## src/rtl/redmule_pkg.sv

```systemverilog
// Shared constants and types for the RedMulE MX (microscaling) datapath blocks.
package redmule_pkg;

    localparam int unsigned MX_BLOCK_SIZE = 32;

    localparam int unsigned E4M3_BIAS = 7;
    localparam int unsigned FP16_BIAS = 15;
    localparam int unsigned E8M0_BIAS = 127;

    localparam logic [15:0] FP16_QNAN = 16'h7E00;
    localparam logic [14:0] FP16_MAXN = 15'h7BFF;

    typedef enum logic [0:0] {
        WAIT_EXP = 1'b0,
        DECODE   = 1'b1
    } mx_dec_state_e;

endpackage

```

## src/rtl/redmule_mx_fp8_to_fp16.sv

```systemverilog
// One-lane combinational converter: E4M3 element scaled by an E8M0 exponent into FP16.
// MX_DECODER_SUBNORM_EN selects gradual underflow (RNE) instead of flush-to-zero.
module redmule_mx_fp8_to_fp16
    import redmule_pkg::*;
(
    input  logic [7:0]  fp8,
    input  logic [7:0]  scale,
    output logic [15:0] fp16
);

    localparam logic signed [9:0] E4M3_B = 10'(E4M3_BIAS);
    localparam logic signed [9:0] E8M0_B = 10'(E8M0_BIAS);

    logic              sign;
    logic [3:0]        exp8;
    logic [2:0]        man;
    logic [1:0]        norm_sh;
    logic [3:0]        norm;
    logic [2:0]        frac;
    logic signed [9:0] exp_fp8;
    logic signed [9:0] exp_unb;
    logic [4:0]        exp_b;
`ifdef MX_DECODER_SUBNORM_EN
    logic [3:0]        sub_sh;
    logic [20:0]       sub_wide;
    logic              sub_round;
    logic [14:0]       sub_mag;
`endif

    assign sign = fp8[7];
    assign exp8 = fp8[6:3];
    assign man  = fp8[2:0];

    always_comb begin
        // FP8 subnormals: shift until the leading one becomes the hidden bit
        norm_sh = man[2] ? 2'd1 : (man[1] ? 2'd2 : 2'd3);
        norm    = {1'b0, man} << norm_sh;
        if (exp8 == 4'd0) begin
            exp_fp8 = 10'sd1 - E4M3_B - $signed({8'b0, norm_sh});
            frac    = norm[2:0];
        end else begin
            exp_fp8 = $signed({6'b0, exp8}) - E4M3_B;
            frac    = man;
        end
        exp_unb = exp_fp8 + $signed({2'b0, scale}) - E8M0_B;
        exp_b   = exp_unb[4:0] + 5'(FP16_BIAS);
`ifdef MX_DECODER_SUBNORM_EN
        sub_sh    = 4'(-10'sd14 - exp_unb);
        sub_wide  = {1'b1, frac, 17'b0} >> sub_sh;
        sub_round = sub_wide[9] && ((|sub_wide[8:0]) || sub_wide[10]);
        sub_mag   = {4'b0, sub_wide[20:10]} + {14'b0, sub_round};
`endif

        fp16 = {sign, 15'b0};
        if (scale == 8'hFF || fp8[6:0] == 7'h7F) begin
            fp16 = FP16_QNAN;
        end else if (fp8[6:0] == 7'h00) begin
            fp16 = {sign, 15'b0};
        end else if (exp_unb > 10'sd15) begin
            fp16 = {sign, FP16_MAXN};
        end else if (exp_unb >= -10'sd14) begin
            fp16 = {sign, exp_b, frac, 7'b0};
`ifdef MX_DECODER_SUBNORM_EN
        end else if (exp_unb >= -10'sd24) begin
            // a carry out of the mantissa lands exactly on the min normal
            fp16 = {sign, sub_mag};
`endif
        end
    end

endmodule

```

## src/rtl/redmule_mx_decoder.sv

```systemverilog
// MX decoder: pairs E8M0 shared exponents with E4M3 element beats and emits FP16 beats.
// Optional gradual underflow via MX_DECODER_SUBNORM_EN (see redmule_mx_fp8_to_fp16).
module redmule_mx_decoder
    import redmule_pkg::*;
#(
    parameter int unsigned NUM_ELEMS  = 8,
    parameter int unsigned BLOCK_SIZE = MX_BLOCK_SIZE,
    parameter int unsigned EXP_W      = 32
) (
    input  logic                    clk_i,
    input  logic                    rst_ni,
    input  logic                    clear_i,
    input  logic                    exp_valid_i,
    output logic                    exp_ready_o,
    input  logic [EXP_W-1:0]        exp_data_i,
    input  logic                    val_valid_i,
    output logic                    val_ready_o,
    input  logic [8*NUM_ELEMS-1:0]  val_data_i,
    output logic                    out_valid_o,
    input  logic                    out_ready_i,
    output logic [16*NUM_ELEMS-1:0] out_data_o,
    output logic                    busy_o
);

    localparam int unsigned BEATS = BLOCK_SIZE / NUM_ELEMS;
    localparam int unsigned CNT_W = (BEATS > 1) ? $clog2(BEATS) : 1;
    localparam logic [CNT_W-1:0] LAST_BEAT = CNT_W'(BEATS - 1);

    mx_dec_state_e           state_q;
    logic [CNT_W-1:0]        beat_cnt_q;
    logic [7:0]              scale_q;
    logic                    out_valid_q;
    logic [16*NUM_ELEMS-1:0] out_data_q;
    logic [16*NUM_ELEMS-1:0] conv_data;
    logic                    val_fire;
    logic                    exp_fire;
    logic                    last_beat;
    logic                    unused_exp_bits;

    assign unused_exp_bits = ^exp_data_i[EXP_W-1:8];

    for (genvar i = 0; i < NUM_ELEMS; i++) begin : g_lane
        redmule_mx_fp8_to_fp16 u_cvt (
            .fp8   (val_data_i[8*i+:8]),
            .scale (scale_q),
            .fp16  (conv_data[16*i+:16])
        );
    end

    assign val_ready_o = (state_q == DECODE) && (!out_valid_q || out_ready_i);
    assign val_fire    = val_valid_i && val_ready_o;
    assign last_beat   = (beat_cnt_q == LAST_BEAT);
    // next exponent is taken together with the last beat so blocks chain without a bubble
    assign exp_ready_o = (state_q == WAIT_EXP) || (val_fire && last_beat);
    assign exp_fire    = exp_valid_i && exp_ready_o;

    assign out_valid_o = out_valid_q;
    assign out_data_o  = out_data_q;
    assign busy_o      = (state_q == DECODE) || out_valid_q;

    always_ff @(posedge clk_i or negedge rst_ni) begin
        if (!rst_ni) begin
            state_q     <= WAIT_EXP;
            beat_cnt_q  <= '0;
            scale_q     <= '0;
            out_valid_q <= 1'b0;
            out_data_q  <= '0;
        end else if (clear_i) begin
            state_q     <= WAIT_EXP;
            beat_cnt_q  <= '0;
            scale_q     <= '0;
            out_valid_q <= 1'b0;
            out_data_q  <= '0;
        end else begin
            if (exp_fire) begin
                scale_q <= exp_data_i[7:0];
                state_q <= DECODE;
            end else if (val_fire && last_beat) begin
                state_q <= WAIT_EXP;
            end

            if (val_fire) begin
                beat_cnt_q <= last_beat ? '0 : beat_cnt_q + 1'b1;
            end

            if (val_fire) begin
                out_valid_q <= 1'b1;
                out_data_q  <= conv_data;
            end else if (out_ready_i) begin
                out_valid_q <= 1'b0;
            end
        end
    end

endmodule
```

## config.mk

```make
export PLATFORM = sky130hd
export DESIGN_NAME = redmule_mx_decoder
export DESIGN_NICKNAME = d
export VERILOG_FILES = /design/src/rtl/redmule_pkg.sv /design/src/rtl/redmule_mx_fp8_to_fp16.sv /design/src/rtl/redmule_mx_decoder.sv
export SDC_FILE = /design/constraint.sdc
export NUM_CORES = 1
export LEC_CHECK = 0
export ABC_CLOCK_PERIOD_IN_PS = 10750
export BUFFER_PORTS_ARGS = -buffer_cell sky130_fd_sc_hd__buf_4
export CORE_MARGIN = 8
export CORE_UTILIZATION = 61
export CTS_CLUSTER_DIAMETER = 100
export DETAILED_ROUTE_END_ITERATION = 8
export PLACE_DENSITY = 0.86
export SYNTH_ARGS = -nofsm -noshare
export SYNTH_HDL_FRONTEND = slang
export SYNTH_SLANG_ARGS = --single-unit
```

## constraint.sdc

```tcl
create_clock -name clk_i -period 10.75 [get_ports clk_i]
set_clock_uncertainty 0.15 [all_clocks]
set_input_delay 1.075 -clock clk_i [delete_from_list [all_inputs] [get_ports clk_i]]
set_output_delay 1.075 -clock clk_i [all_outputs]
set_load 0.005 [all_outputs]
```

Word-level counts from Yosys, hierarchy flattened:

Index checks and enable logic that the tools add are counted.

* memory bits (writable): 0
* bits in read-only memories: 0
* register bits after elaboration: 140
* output and inout port bits: 132
* logic and storage cells: 194
* memories: 0
* bits in latches: 0

* div/mod/pow operators: 0
* eq/ne operators: 10
* shift-type cells: 8
* bitwise operators: 1
* add/sub/neg operators: 41
* mux-type cells: 77
* magnitude comparators: 16
* multipliers: 0
* reductions and logical operators: 36

Operators by type and width (count)
* 15-bit 2-to-1 mux: 24
* 128-bit 2-to-1 mux: 2
* 16-bit 2-to-1 mux: 8
* 10-bit by 9-bit adder with 10-bit output: 8
* 10-bit by 5-bit greater-or-equal comparator with 1-bit output, second input constant: 8
* 10-bit by 5-bit > comparator with 1-bit output, second input constant: 8
* 10-bit 2-to-1 mux: 8
* 10-bit by 8-bit subtractor with 10-bit output, second input constant: 8
* 7-bit == test, second input constant: 8
* 7-bit logical NOT: 8
* 5-bit by 4-bit adder with 5-bit output, second input constant: 8
* 4-bit by 3-bit subtractor with 5-bit output, first input constant: 8
* 4-bit by 3-bit subtractor with 5-bit output, second input constant: 8
* 4-bit logical NOT: 8
* 3-bit 2-to-1 mux: 8
* 3-bit by 2-bit left shift with 3-bit output: 8
* 2-bit 2-to-1 mux: 11
* 8-bit 2-to-1 mux: 2
* 1-bit 2-to-1 mux: 14
* 1-bit logical OR: 11
* 8-bit == test, second input constant: 1
* 3-bit nonzero test: 2
* 1-bit logical AND: 4
* 2-bit nonzero test: 2
* 4 further kinds: 4

Longest topological paths before layout:

Gate-level depths: netlist of the first run.

* depth after elaboration: 13
* gate-level depth with buffers: 16
* mapped depth without buffers: 16

Modules after synthesis:

From an unflattened synthesis of the first run, not the netlist that was laid out.

* cells, all modules: 1739
* area total of the unflattened synthesis: 14891.8 µm²

By module, submodules not included
* redmule_mx_decoder: cells an instance 678, instances 1, area an instance 6829.0 µm²
* redmule_mx_fp8_to_fp16 at g_lane[1].u_cvt ...: cells an instance 138, instances 4, area an instance 1046.0 µm²
* redmule_mx_fp8_to_fp16 at g_lane[0].u_cvt ...: cells an instance 122, instances 2, area an instance 908.4 µm²
* redmule_mx_fp8_to_fp16 at g_lane[3].u_cvt: cells an instance 136, instances 1, area an instance 1058.5 µm²
* redmule_mx_fp8_to_fp16 at g_lane[4].u_cvt: cells an instance 129, instances 1, area an instance 1003.5 µm²

Worst setup path after synthesis of the first run:

OpenSTA, ideal clock, no wires.

* kind: input -> register
* from: in val_data_i[27]
* to: reg out_data_q[59], in the netlist out_data_o[59]
* arrival time: 4.514 ns
* setup slack: 5.955 ns
* stages on the path: 14
* data required time: 10.469 ns
* cells stage by stage: inv_1 > ha_1 > nand2_1 > mux2_2 > ha_1 > ha_1 > fa_1 > a21oi_1 > o21ai_0 > a21oi_1 > xnor2_1 > or4b_4 > a31o_4 > or3_1

* cells in the longest elaborated chain, start to end: 11
* elaborated cells on any way between the ends: 17
* those cells by class: 4 x add/sub; 2 x order compare; 1 x eq/ne; 7 x mux; 3 x reduce/logical

RTL lines
* start, declared: RTL line redmule_mx_decoder.sv:18 `input logic [8*NUM_ELEMS-1:0] val_data_i,`
* 4-bit by 3-bit subtractor with 5-bit output or 4-bit logical NOT (tied branches): RTL line redmule_mx_fp8_to_fp16.sv:42, redmule_mx_fp8_to_fp16.sv:38
* 10-bit 2-to-1 mux: RTL line redmule_mx_fp8_to_fp16.sv:38 `if (exp8 == 4'd0) begin`
* 10-bit by 9-bit adder with 10-bit output: RTL line redmule_mx_fp8_to_fp16.sv:45 `exp_unb = exp_fp8 + $signed({2'b0, scale}) - E8M0_B;`
* 10-bit by 8-bit subtractor with 10-bit output: RTL line redmule_mx_fp8_to_fp16.sv:45
* 10-bit by 5-bit greater-or-equal comparator with 1-bit output or 5-bit by 4-bit adder with 5-bit output (tied branches): RTL line redmule_mx_fp8_to_fp16.sv:61, redmule_mx_fp8_to_fp16.sv:46
* 15-bit 2-to-1 mux: RTL line redmule_mx_fp8_to_fp16.sv:61 `end else if (exp_unb >= -10'sd14) begin`
* 15-bit 2-to-1 mux: RTL line redmule_mx_fp8_to_fp16.sv:59 `end else if (exp_unb > 10'sd15) begin`
* 15-bit 2-to-1 mux: RTL line redmule_mx_fp8_to_fp16.sv:57 `end else if (fp8[6:0] == 7'h00) begin`
* 16-bit 2-to-1 mux *: RTL line redmule_mx_fp8_to_fp16.sv:55 `if (scale == 8'hFF || fp8[6:0] == 7'h7F) begin`
* 128-bit 2-to-1 mux *: RTL line redmule_mx_decoder.sv:86 `if (val_fire) begin`
* 128-bit 2-to-1 mux *: RTL line redmule_mx_decoder.sv:68 `end else if (clear_i) begin`
* end signal, assigned: RTL line redmule_mx_decoder.sv:88 `out_data_q <= conv_data;`
* end, declared: RTL line redmule_mx_decoder.sv:33 `logic [16*NUM_ELEMS-1:0] out_data_q;`

Mark *: on every way between the ends. The rest lies on a longest branch, timed or not. The select of a mux whose other input is x is not followed.
A chain may end at the register's enable or synchronous reset.

Final worst setup path of the first run:

Ends and elaborated chain as after synthesis.

==> flow_summary_export.csv, run 1 <==
group,metric,value,unit
worst_setup_path,cells_traversed_along_the_worst_timing_path,"buf_4, inv_1, ha_1, nand2_1, mux2_2, ha_1, ha_1, fa_1, a21oi_1, o21ai_0, a21oi_1, xnor2_1, or4b_4, a31o_4, or3_1",
die,die_area,21000,µm²
grt,grt_first_pass_wirelength,46700,µm
synthesis,ys_dominant_reg_cell,"sky130_fd_sc_hd__dfrtp_1",
worst_setup_path,max_incr_delay_on_cp,0.52,ns
final_layout,antennaDiodeCount,0,
timing,slew_headroom,0.461,
power_and_ir_drop,total_leakage_power,0.00620,µW
cts,cts_repair_resize_count,0,
routing,totalWireLength,28500,µm
timing,max_freq,203,MHz
power_and_ir_drop,finalPower,1250,µW
worst_setup_path,crit_path_end_kind,"flop",
synthesis,cell_area_after_technology_mapping,10100,µm²
synthesis,synth_enable_flop_cells,0,
worst_setup_path,timing_worst_setup_path_type,"in -> reg",
final_layout,layout.cells.most_common_list,"sky130_fd_sc_hd__buf_4, sky130_fd_sc_hd__ha_1, sky130_fd_sc_hd__dfrtp_1",
cts,numClockSinks,92,
timing,finalSetupViolCount,0,
cts,cts_setup_buffers,0,
timing,worst_pin_slew,0.809,ns
worst_setup_path,critical_path.startpoint,"val_data_i[27]",
hold_path,hold_path_startpoint,"out_data_o[7]",
placed_design,place.gp.congestion,0.913,
die,num_rows,47,
final_layout,area.sequential,2300,µm²
synthesis,synth_cell_type_count,76,
cts,cts_hold_buffers,0,
grt,vias_in_the_first_global_route,9416,
routing,drt_pre_antenna_iters,5,
grt,grt_remaining_overflow,0,
cts,ctsHtreeMaxLevel,3,
die,total_i_o_pin_count,234,
grt,maximum_number_of_pins_on_one_net_before_global_route_repair,55,
routing,remaining_drc_errors,0,
worst_setup_path,cp_max_fo,10,
cts,clk_root_buffer_cell,"sky130_fd_sc_hd__clkbuf_16",
routing,drt-initial-drc-count,608,
timing,hold-worst-slack,0.342,ns
die,floorplan.die.height,145,µm
routing,routed-via-count,9539,
final_layout,share_of_the_core_filled_with_cells_in_the_final_layout,0.725,
synthesis,syn_avg_cell_area,8.80,µm²
synthesis,ys_seq_elements,92,
outcome,outcome,"completed",
final_layout,final_common_cell,"sky130_fd_sc_hd__buf_4",
timing,post-route-min-period,4.92,ns
synthesis,syn-instance-count,1152,
placed_design,hpwlAfterDp,21600,µm
timing,hold_violations,0,
routing,via_count_normalized_by_instance_count,6.20,
final_layout,fillCellCount,1284,
synthesis,postSynthNetCount,1431,
placed_design,io_buffer_count,209,
die,die-width,145,µm
power_and_ir_drop,powerDensity,105,nW/µm²
cts,cts_tree,"yes",
final_layout,design.final.nets,1593,
routing,wire_per_inst,18.5,µm
grt,globalRouteTotalUtil,0.265,
placed_design,place_ws,5.50,ns
timing,grt_setup_unrepaired,"no",
final_layout,multi_input_comb_area,7140,µm²
synthesis,yosys_warnings,0,
timing,layout_worst_path_cycle_share,0.457,
final_layout,post_route_cells_drive_above_1_share,0.197,
die,fp.coreArea,16400,µm²
final_layout,flow.area_growth_from_synthesis,17.3,%
cts,worst_setup_hold_path_clk_slew,0.07,ns
timing,setup-tns-final,0,ns
timing,final_max_slew_viol_count,0,
synthesis,synth_area_leader_cell,"sky130_fd_sc_hd__dfrtp_1",
worst_setup_path,worstReg2RegStart,"scale_q[1]",
synthesis,main_area_contributors_after_synthesis,"sky130_fd_sc_hd__dfrtp_1, sky130_fd_sc_hd__ha_1, sky130_fd_sc_hd__a21oi_1",
worst_setup_path,critPathLaunchType,"input pin",
power_and_ir_drop,peakVddDrop,0.0000810,V
worst_setup_path,cp_data_required_time,10.84,ns
die,floorplan.initialDensity,0.618,
worst_setup_path,cpMostUsedCell,"sky130_fd_sc_hd__ha_1",
synthesis,netlist.area_leader.share,0.227,
routing,antenna_violating_nets_post_route,0,
synthesis,sequential_cell_area_fraction_in_the_yosys_report,0.227,
cts,clk-insertion-delay-late,0.35,ns
worst_setup_path,timing.reg2reg.worst_path_depth,10,
worst_setup_path,r2r_setup_slack,6.58,ns
flow_run,max-cap-violations,0,
cts,clock_tree.buffer_depth,2,
hold_path,hold-path-cell-count,1,
worst_setup_path,worst-endpoint-arrival,5.00,ns
hold_path,class_of_the_worst_hold_path,"reg -> reg",
grt,grt_antenna_before_repair,0,
worst_setup_path,crit_path_top_delay_cell,"sky130_fd_sc_hd__or4b_4",
timing,worst_slack,5.83,ns
cts,cts_inserted_buffers,9,
synthesis,async_reset_ff_frac,1.00,
[where the power goes]
part / total (µW) / leakage, µW / internal, µW / switching [µW]
combinational: 538 / 0.00480 / 236 / 303
sequential: 379 / 0.00127 / 361 / 18.6
clock: 330 / 0.000132 / 182 / 148
[area by class of cell]
| type | instances | area share |
|---|---|---|
| tap | 220 | 0.0231 |
| clock inverter | 5 | 0.00516 |
| sequential | 92 | 0.194 |
| timing repair buffer | 215 | 0.136 |
| multi-input combinational | 926 | 0.601 |
| clock buffer | 11 | 0.0196 |
| inverter | 70 | 0.0221 |
[Yosys cell counts (all sizes together) (14+ instances only)]
library cell,count
a31oi,14
buf,50
dfrtp,92
fa,16
a21o,41
inv,70
clkbuf,14
nand3,36
nand4,17
xor2,39
a211o,18
a21oi,73
a221o,33
o21ai,33
ha,161
nor3,37
nand2,84
nor2,91
nor3b,14
xnor2,39
[per-stage QoR]
step	instances	instance area, µm²
2_1_floorplan	1152	10100
3_3_place_gp	1523	11600
3_5_place_dp	1523	11600
4_1_cts	1539	11900
5_1_grt	1539	11900
6_report	1539	11900
[worst max-delay path, delay by kind of cell]
family          cells  cell delay, ns
compound gates      4            0.90
simple gates        3            1.12
buf+inv             2            0.15
fa+ha+maj           4            1.18
mux                 1            0.39
xor+xnor            1            0.18
[path summary, 6_finish.rpt]
check	endpoint
min in group asynchronous	out_data_o[40]
min reg2reg	out_data_o[7]
max	out_data_o[59]
min	out_data_o[7]
max in group asynchronous	out_data_o[11]
max reg2reg	out_data_o[59]
[flip-flops by register name, indices dropped and copies added, names as in the netlist]
signal	flops
out_data_o	80
beat_cnt_q	2
out_valid_o	1
state_q	1
scale_q	8
[cells by family after synthesis]
| group | Yosys count | synth area share |
|---|---|---|
| and+or+nand+nor | 350 | 0.171 |
| AOI/OAI and AO/OA | 304 | 0.217 |
| adders and majority gates | 177 | 0.230 |
| buffers and inverters | 134 | 0.0692 |
| DFF | 92 | 0.227 |
| xor gates and xnor gates | 78 | 0.0674 |
| muxes | 17 | 0.0183 |
[routing by layer]
layer	vias to the layer above	part of all wire	global-route usage
li1	4548	-	-
met1	4559	0.43	0.337
met2	390	0.47	0.446
met3	42	0.074	0.0432
met4	0	0.026	0.0952
met5	-	0	0
Note: power is estimated with default switching activity, not from simulation.
==> run 2, diff against run 1 <==
ABC_CLOCK_PERIOD_IN_PS = 4200   (was 10750)
CORE_UTILIZATION = 51   (was 61)
PLACE_DENSITY = 0.76   (was 0.86)
clock period = 4.2 ns   (was 10.75 ns; I/O delays follow)
==> flow_summary_export.csv, run 2 (synthesized netlist as in run 1, its figures left out) <==
group,metric,value,unit
outcome,outcome,"finished with violations",
outcome,failed_checks,"hold timing",
timing,final_max_slew_viol_count,0,
cts,ctsHtreeMaxLevel,3,
final_layout,design.final.nets,1635,
die,floorplan.initialDensity,0.521,
timing,setup-tns-final,0,ns
final_layout,post_route_cells_drive_above_1_share,0.224,
grt,maximum_number_of_pins_on_one_net_before_global_route_repair,56,
power_and_ir_drop,total_leakage_power,0.00640,µW
placed_design,io_buffer_count,209,
worst_setup_path,critPathLaunchType,"input pin",
worst_setup_path,cp_data_required_time,4.28,ns
power_and_ir_drop,peakVddDrop,0.000189,V
final_layout,flow.area_growth_from_synthesis,21.0,%
timing,max_freq,257,MHz
placed_design,place_inst,1610,
placed_design,place_ws,-0.0421,ns
placed_design,hpwlAfterDp,23000,µm
routing,drt-initial-drc-count,617,
worst_setup_path,crit_path_end_kind,"flop",
routing,met3_routed_wl,2110,µm
hold_path,class_of_the_worst_hold_path,"in -> async",
final_layout,fillCellCount,1678,
power_and_ir_drop,finalPower,3220,µW
grt,grt_antenna_before_repair,0,
grt,vias_in_the_first_global_route,9376,
worst_setup_path,worst-endpoint-arrival,3.98,ns
worst_setup_path,cp_max_fo,5,
timing,finalSetupViolCount,0,
routing,via_count_normalized_by_instance_count,5.87,
routing,top_signal_layer_used,"met4",
die,fp.coreArea,19500,µm²
placed_design,place.gp.congestion,0.951,
final_layout,layout.cells.most_common_list,"sky130_fd_sc_hd__buf_4, sky130_fd_sc_hd__ha_1, sky130_fd_sc_hd__dfrtp_1",
die,floorplan.die.height,157,µm
timing,hold-worst-slack,-0.0276,ns
timing,layout_worst_path_cycle_share,0.928,
power_and_ir_drop,powerDensity,262,nW/µm²
timing,grt_setup_unrepaired,"no",
routing,wire_per_inst,18.2,µm
die,num_rows,51,
cts,worst_setup_hold_path_clk_slew,0.06,ns
grt,grt_remaining_overflow,0,
cts,cts_setup_buffers,0,
cts,clk-insertion-delay-late,0.35,ns
routing,totalWireLength,29600,µm
routing,route.layer.met1.wl,13100,µm
cts,cts_tree,"yes",
routing,drt_pre_antenna_iters,5,
flow_run,max-cap-violations,0,
worst_setup_path,timing.reg2reg.worst_path_depth,10,
grt,globalRouteTotalUtil,0.236,
cts,cts_inserted_buffers,9,
worst_setup_path,timing_worst_setup_path_type,"in -> reg",
timing,worst_pin_slew,0.848,ns
final_layout,finalInstanceArea,12300,µm²
die,die-width,157,µm
cts,clock_tree.buffer_depth,2,
routing,routed-via-count,9540,
timing,hold_violations,33,
die,die_area,24700,µm²
routing,dr_wl_met2,13900,µm
routing,remaining_drc_errors,0,
timing,worst_slack,0.301,ns
final_layout,number_of_flip_flops_under_the_largest_register_name,80,
placed_design,post_dp_cell_area,12000,µm²
cts,cts_hold_buffers,0,
timing,post-route-min-period,3.90,ns
timing,slew_headroom,0.430,
final_layout,final_cell_count_no_fill,1625,
final_layout,antennaDiodeCount,0,
grt,grt_first_pass_wirelength,46900,µm
cts,numClockSinks,92,
cts,clk_root_buffer_cell,"sky130_fd_sc_hd__clkbuf_16",
final_layout,final_common_cell,"sky130_fd_sc_hd__buf_4",
die,total_i_o_pin_count,234,
routing,antenna_violating_nets_post_route,0,
cts,cts_repair_resize_count,0,
==> run 2: layer usage <==
| layer | GRT usage | vias up |
|---|---|---|
| li1 | - | 4621 |
| met1 | 0.301 | 4596 |
| met2 | 0.399 | 288 |
| met3 | 0.0485 | 35 |
| met4 | 0.0644 | 0 |
| met5 | 0 | - |
==> run 2: critical path, cell delays in order <==
cell and delay, ns:
sky130_fd_sc_hd__buf_4 0.10, sky130_fd_sc_hd__inv_1 0.04, sky130_fd_sc_hd__ha_1 0.18, sky130_fd_sc_hd__nand2_1 0.08, sky130_fd_sc_hd__mux2_2 0.34, sky130_fd_sc_hd__ha_1 0.29, sky130_fd_sc_hd__ha_1 0.24, sky130_fd_sc_hd__fa_1 0.39
sky130_fd_sc_hd__a21oi_1 0.22, sky130_fd_sc_hd__o21ai_0 0.13, sky130_fd_sc_hd__a21oi_1 0.25, sky130_fd_sc_hd__xnor2_1 0.16, sky130_fd_sc_hd__or4b_4 0.49, sky130_fd_sc_hd__a31o_4 0.29, sky130_fd_sc_hd__or3_1 0.36
==> run 2: cell type report <==
cell class / instances / area, µm² / share of cell area
Sequential cell: 92 / 2300 / 0.188
Clock buffer: 10 / 229 / 0.0187
Tap cell: 265 / 332 / 0.0270
Inverter: 70 / 263 / 0.0214
Timing Repair Buffer: 257 / 1930 / 0.157
Multi-Input combinational cell: 926 / 7160 / 0.583
Clock inverter: 5 / 62.6 / 0.00510
==> run 2: path summary, 6_finish.rpt <==
| kind | to | slack (ns) | start |
|---|---|---|---|
| hold / removal | out_data_o[47] | -0.03 | rst_ni |
| min in group clk_i | scale_q[1] | 0.14 | exp_data_i[1] |
| setup reg to reg | out_data_o[59] | 0.46 | scale_q[1] |
| hold reg to reg | out_data_o[46] | 0.34 | out_data_o[46] |
| setup / recovery | out_data_o[59] | 0.30 | val_data_i[28] |
| max in group asynchronous | out_data_o[110] | 2.95 | rst_ni |
==> run 2: per-stage QoR <==
stage | util | hold WS [ns]
finish | 0.631 | -0.0276
global route | 0.631 | 0.0436
CTS | 0.630 | 0.00282
detailed placement | 0.615 | 0.329
global placement | 0.615 | 0.326
floorplan | - | -0.0256
==> run 2: report_power, final <==
group,switching (µW),total (µW),internal [µW],leakage [µW]
clock,372,834,462,0.000135
sequential,42.1,966,924,0.00127
combinational,785,1420,636,0.00500
total,1200,3220,2020,0.00640
